## src/rtl/stopwatch_btn_cmd.sv

```systemverilog
// Stopwatch button front end: sync, debounce, press detect, command map.
// Ports: clk, rst_n, btn_ss_raw, btn_rst_raw, state_in -> start/stop/reset, ss_db, rst_db.

module stopwatch_btn_db #(
  parameter int DEBOUNCE_CYCLES = 50000,
  parameter int CNT_W           = 16
) (
  input  logic clk,
  input  logic rst_n,
  input  logic raw,
  output logic db
);

  localparam logic [CNT_W-1:0] LAST =
    CNT_W'(DEBOUNCE_CYCLES - 1);

  logic             s1;
  logic             s2;
  logic [CNT_W-1:0] cnt;

  // Count only while the synced level disagrees
  // with db; any agreeing cycle restarts the run.
  always_ff @(posedge clk or negedge rst_n) begin
    if (!rst_n) begin
      s1  <= 1'b0;
      s2  <= 1'b0;
      cnt <= '0;
      db  <= 1'b0;
    end else begin
      s1 <= raw;
      s2 <= s1;
      if (s2 == db) begin
        cnt <= '0;
      end else if (cnt == LAST) begin
        cnt <= '0;
        db  <= ~db;
      end else begin
        cnt <= cnt + 1'b1;
      end
    end
  end

endmodule

module stopwatch_btn_cmd #(
  parameter int DEBOUNCE_CYCLES = 50000,
  parameter int CNT_W           = 16
) (
  input  logic       clk,
  input  logic       rst_n,
  input  logic       btn_ss_raw,
  input  logic       btn_rst_raw,
  input  logic [1:0] state_in,
  output logic       start,
  output logic       stop,
  output logic       reset,
  output logic       ss_db,
  output logic       rst_db
);

  typedef enum logic [1:0] {
    ST_IDLE  = 2'b00,
    ST_RUN   = 2'b01,
    ST_PAUSE = 2'b10,
    ST_BAD   = 2'b11
  } sw_state_e;

  sw_state_e st;
  logic      ss_q;
  logic      rst_q;
  logic      ss_press;
  logic      rst_press;
  logic      ss_go;

  assign st = sw_state_e'(state_in);

  stopwatch_btn_db #(
    .DEBOUNCE_CYCLES(DEBOUNCE_CYCLES),
    .CNT_W          (CNT_W)
  ) u_ss_db (
    .clk  (clk),
    .rst_n(rst_n),
    .raw  (btn_ss_raw),
    .db   (ss_db)
  );

  stopwatch_btn_db #(
    .DEBOUNCE_CYCLES(DEBOUNCE_CYCLES),
    .CNT_W          (CNT_W)
  ) u_rst_db (
    .clk  (clk),
    .rst_n(rst_n),
    .raw  (btn_rst_raw),
    .db   (rst_db)
  );

  assign ss_press  = ss_db & ~ss_q;
  assign rst_press = rst_db & ~rst_q;
  // Reset wins; a coincident start/stop press is dropped.
  assign ss_go     = ss_press & ~rst_press;

  always_ff @(posedge clk or negedge rst_n) begin
    if (!rst_n) begin
      ss_q  <= 1'b0;
      rst_q <= 1'b0;
      start <= 1'b0;
      stop  <= 1'b0;
      reset <= 1'b0;
    end else begin
      ss_q  <= ss_db;
      rst_q <= rst_db;
      start <= 1'b0;
      stop  <= 1'b0;
      reset <= 1'b0;
      unique case (1'b1)
        rst_press: reset <= 1'b1;
        ss_go: begin
          unique case (st)
            ST_IDLE,
            ST_PAUSE: start <= 1'b1;
            ST_RUN:   stop  <= 1'b1;
            default:  ;
          endcase
        end
        default: ;
      endcase
    end
  end

endmodule

```

## config.mk

```make
export PLATFORM = sky130hd
export DESIGN_NAME = stopwatch_btn_cmd
export DESIGN_NICKNAME = d
export VERILOG_FILES = /design/src/rtl/stopwatch_btn_cmd.sv
export SDC_FILE = /design/constraint.sdc
export NUM_CORES = 1
export LEC_CHECK = 0
export CORE_ASPECT_RATIO = 1.1
export CORE_MARGIN = 4
export CORE_UTILIZATION = 55
export DETAILED_ROUTE_END_ITERATION = 10
export PLACE_DENSITY = 0.73
export SLEW_MARGIN = 0
export SYNTH_ARGS = -nofsm -noshare
export SYNTH_HDL_FRONTEND = slang
export SYNTH_SLANG_ARGS = --single-unit
```

## constraint.sdc

```tcl
create_clock -name clk -period 3 [get_ports clk]
set_input_delay 0.6 -clock clk [delete_from_list [all_inputs] [get_ports clk]]
set_output_delay 0.6 -clock clk [all_outputs]
set_load 0.02 [all_outputs]
```

Word-level counts from Yosys, hierarchy flattened:

Index checks and enable logic that the tools add are counted.

* register bits after elaboration: 43
* input port bits: 6
* output and inout port bits: 5

* $add $sub $neg: 2
* equal/unequal tests: 6
* multiplexer cells: 9
* bitwise logic cells: 10
* reduce and logical (&&, ||, !) cells: 4

Operator list (count)
* $mux W16: 4
* $add A16 B1 Y16 const B: 2
* $eq A16 B16 Y1 const B: 2
* $not A1 Y1: 7
* $mux W1: 5
* $reduce_and A2 Y1: 2
* $and A1 B1 Y1: 3
* $eq A1 B1 Y1: 2
* $eq A2 B1 Y1 const B: 1
* $eq A2 B2 Y1 const B: 1
* $logic_not A2 Y1: 1
* $reduce_or A2 Y1: 1

Longest topological paths before layout:

* word-level depth: 5
* mapped depth: 6
* gate-level depth less buffers: 5

Hierarchy:

A second synthesis with hierarchy kept.

* cell total of the unflattened synthesis: 177
* area, all modules: 1949.4 sq um

By module, submodules not included
* stopwatch_btn_db: instances 2, cells an instance 84, area an instance 895.9 sq um, seq. area each 475.5 sq um
* stopwatch_btn_cmd: instances 1, cells an instance 9, area an instance 157.7 sq um, seq. area each 125.1 sq um

Worst setup path before layout:

OpenSTA, ideal clock, no wires.

* path type: reg-to-reg
* start: register u_ss_db.cnt[12]
* end: register u_ss_db.cnt[10]
* arrival time: 1.425 ns
* data required time: 2.881 ns
* slack: 1.456 ns
* cell stages (with the launch flop): 6
* path buffers: 1
* cell sequence: dfrtp_1 -> nor4b_1 -> nand4b_1 -> o31ai_4 -> buf_4 -> nor2_1

* cells in the longest elaborated chain, start to end: 3

Ends and longest elaborated chain
* start: declaration: RTL line 19 `logic [CNT_W-1:0] cnt;`
* start signal: assignment: RTL line 38 `cnt <= cnt + 1'b1;`
* $eq A16 B16 Y1: RTL line 34 `end else if (cnt == LAST) begin`
* $mux W16: RTL line 34
* $mux W16: RTL line 32 `if (s2 == db) begin`

Every way passes these cells.
A chain may end at the register's enable or synchronous reset.

Final worst setup path:

* start: register u_rst_db.db
* end: output port rst_db

RTL lines
* start: declaration: RTL line 11 `output logic db`
* start signal: assignment: RTL line 36 `db <= ~db;`
* end: declaration: RTL line 58 `output logic rst_db`

No word-level cell between the ends.

==> flow_summary_export.csv <==
group,metric,value,unit
outcome,outcome,"completed",
synth,syn_inst,178,
timing,slew_violations,0,
timing,min_period,2.02,ns
global_routing,overflow,0,
layout,regArea,1080,um^2
synth,synth.lib_cells_used.distinct,31,
layout,layout_common_cells,"dfrtp_1, nor2_1, xnor2_1, nand3_1",
drt,drtIter0Drc,90,
timing,rsz0062_at_grt,"false",
pwr,vdd_ir_drop_max,0.000289,V
layout,layout_commonest_cell,"dfrtp_1",
critical_path,rr_worst_depth,4,
floorplanning,die_w,64.4,um
timing,setup_violations,0,
clocking,clkLatencyLatePin,0.36,ns
worst_hold_path,hold_class,"in2async",
critical_path,crit_buf_inv,1,
timing,skew,0.0155,ns
timing,hold_ws,0.354,ns
pwr,p_sw_share,23.1,%
synth,synth_seq_area_share,56.0,%
clocking,cts_buffer_depth,2,
critical_path,crit_slowest_cell,"clkdlybuf4s50_1",
synth,synth_nets,186,
global_routing,antenna_found_initial,0,
pwr,leakagePower,0.878,nW
synth,yosysTopAreaCellShare,56.0,%
synth,ys_ff_latch,43,
layout,fillers,274,
critical_path,slowest_delay,0.63,ns
drt,routed_via_density,5.37,
clocking,cts-resized-gates,0,
critical_path,crit_type,"reg2out",
layout,nets,201,
floorplanning,die_y,70.0,um
global_routing,grt_pass1_vias,1267,
synth,synthTopCellsByArea,"dfrtp_1, xnor2_1, nor2_1, xor2_1, nand3_1",
drt,routed-wl-met2,1620,um
clocking,clock-root-buffer,"clkbuf_4",
drt,dr_wl_met3,119,um
clocking,cts_tree,"done",
pwr,intPower,0.717,mW
critical_path,cp_max_fo,5,
clocking,cts.sinks,43,
floorplanning,num_rows,22,
clocking,clkTransAtPathRegs,0.12,ns
clocking,cts_inserted_buffers,5,
layout,area_growth,10.9,%
timing,timing.fmax,496,MHz
drt,routed.top_layer,"met4",
place,gp_congestion,0.853,
drt,vias,1299,
layout,diodes,0,
floorplanning,fp.dieArea,4510,um^2
critical_path,start_kind,"flip-flop",
synth,yosys_warnings,0,
floorplanning,core-area,3360,um^2
place,hpwl,2190,um
layout,finalCoreUtilization,63.5,%
clocking,cts_hold_buffers,0,
synth,avgSynthCellArea,10.8,um^2
critical_path,critical_path.cell_chain,"clkdlybuf4s50_1",
timing,tightestPinTransition,0.898,ns
floorplanning,initial_core_util,57.3,%
timing,tns,0,ns
layout,layout-drive-gt1-share,7.73,%
pwr,switchingPower,0.216,mW
critical_path,crit_family,"buffers and inverters",
drt,drtAntennaViolNets,0,
critical_path,critical_path_required,2.40,ns
pwr,pwr-share-clk,32.0,%
synth,synth_top_area_cell,"dfrtp_1",
critical_path,path_depth,1,
job,cap_violations,0,
layout,multiInputGateArea,816,um^2
pwr,p_comb_share,3.9,%
pwr,seqPwrFrac,64.1,%
drt,routedWlPerCell,12.9,um
critical_path,end_kind,"output pin",
place,io_buffers,10,
global_routing,grt_use_total,16.3,%
timing,relSlewSlack,40.1,%
global_routing,grt_pass1_wl,5590,um
global_routing,grt_max_degree,44,
critical_path,worst_ep_arrival_time,1.42,ns
clocking,postCtsSetupBuffers,0,
drt,totalWireLength,3120,um
pwr,power_density,437,nW/um^2
drt,firstDrtPassIters,4,
timing,fin_crit_sh,67.2,%
timing,final_hold_viol_count,0,
drt,wl_met1,1320,um
floorplanning,io_pins,11,
drt,drc,0,
synth,synth_area,1920,um^2
clocking,h-tree-depth,2,
[layout make-up]
type                       instances  area share, %
tap                               48           2.82
multi-input combinational        128           38.2
clock buffer                       6           2.40
timing repair buffer              10           4.46
clock inverter                     2          0.762
inverter                           5          0.880
sequential                        43           50.4
[state kept, by name (all words and copies together) (netlist names)]
register	flops
reset	1
rst_q	1
ss_q	1
start	1
stop	1
u_rst_db.cnt	16
u_rst_db.db	1
u_rst_db.s1	1
u_rst_db.s2	1
u_ss_db.cnt	16
u_ss_db.db	1
u_ss_db.s1	1
u_ss_db.s2	1
[synthesized netlist by cell type, drive strengths merged]
library cell and n:
nand4 9, nor3b 1, nor3 9, o31ai 2
or2 2, nand4b 1, inv 5, nor2 33
mux2 2, o21ai 1, or3 1, nor4 5
nor2b 1, nor4b 4, or4 1, ha 2
xor2 8, buf 2, nand3 10, xnor2 20
dfrtp 43, nand2 8, or3b 1, and4b 1
and3 3, and4 1, a21oi 2
[cells by family after synthesis]
logic type      after synthesis  share of synthesized area, %
xor+xnor                     28                          12.8
simple gates                 91                          24.9
compound gates                5                          2.28
flops                        43                          56.0
fa+ha+maj                     2                          1.30
buf+inv                       7                          1.63
mux                           2                          1.17
[routing by layer]
metal,global-route usage [%],vias to the layer above
met1,18.8,635
met3,6.75,6
li1,-,641
met2,26.0,17
met4,8.22,0
met5,0,-
[final timing paths]
kind / start / to / slack, ns
min in group clk: u_rst_db.s1 / u_rst_db.s2 / 0.36
setup reg to reg: u_ss_db.cnt[12] / u_ss_db.cnt[5] / 1.15
hold / removal: rst_n / u_rst_db.cnt[6] / 0.35
max in group asynchronous: rst_n / u_ss_db.cnt[2] / 2.08
setup / recovery: u_rst_db.db / rst_db / 0.98
hold reg to reg: u_rst_db.s1 / u_rst_db.s2 / 0.36
[metrics by stage]
step	power [mW]	area, um^2	setup slack [ns]	cells
after floorplan	0.624	1920	1.46	178
after global placement	0.644	2070	1.24	234
after detailed placement	0.646	2070	1.16	234
after CTS	0.949	2130	0.953	242
after global routing	0.987	2130	0.884	242
final	0.933	2130	0.984	242
[power groups by stage]
stage	logic (mW)	registers, mW	clock network, mW
2_1_floorplan	0.0176	0.607	0
6_report	0.0363	0.598	0.299
3_3_place_gp	0.0356	0.608	0
5_1_grt	0.0430	0.600	0.344
4_1_cts	0.0379	0.598	0.314
3_5_place_dp	0.0374	0.609	0
Power figures use the tool's default switching activity.
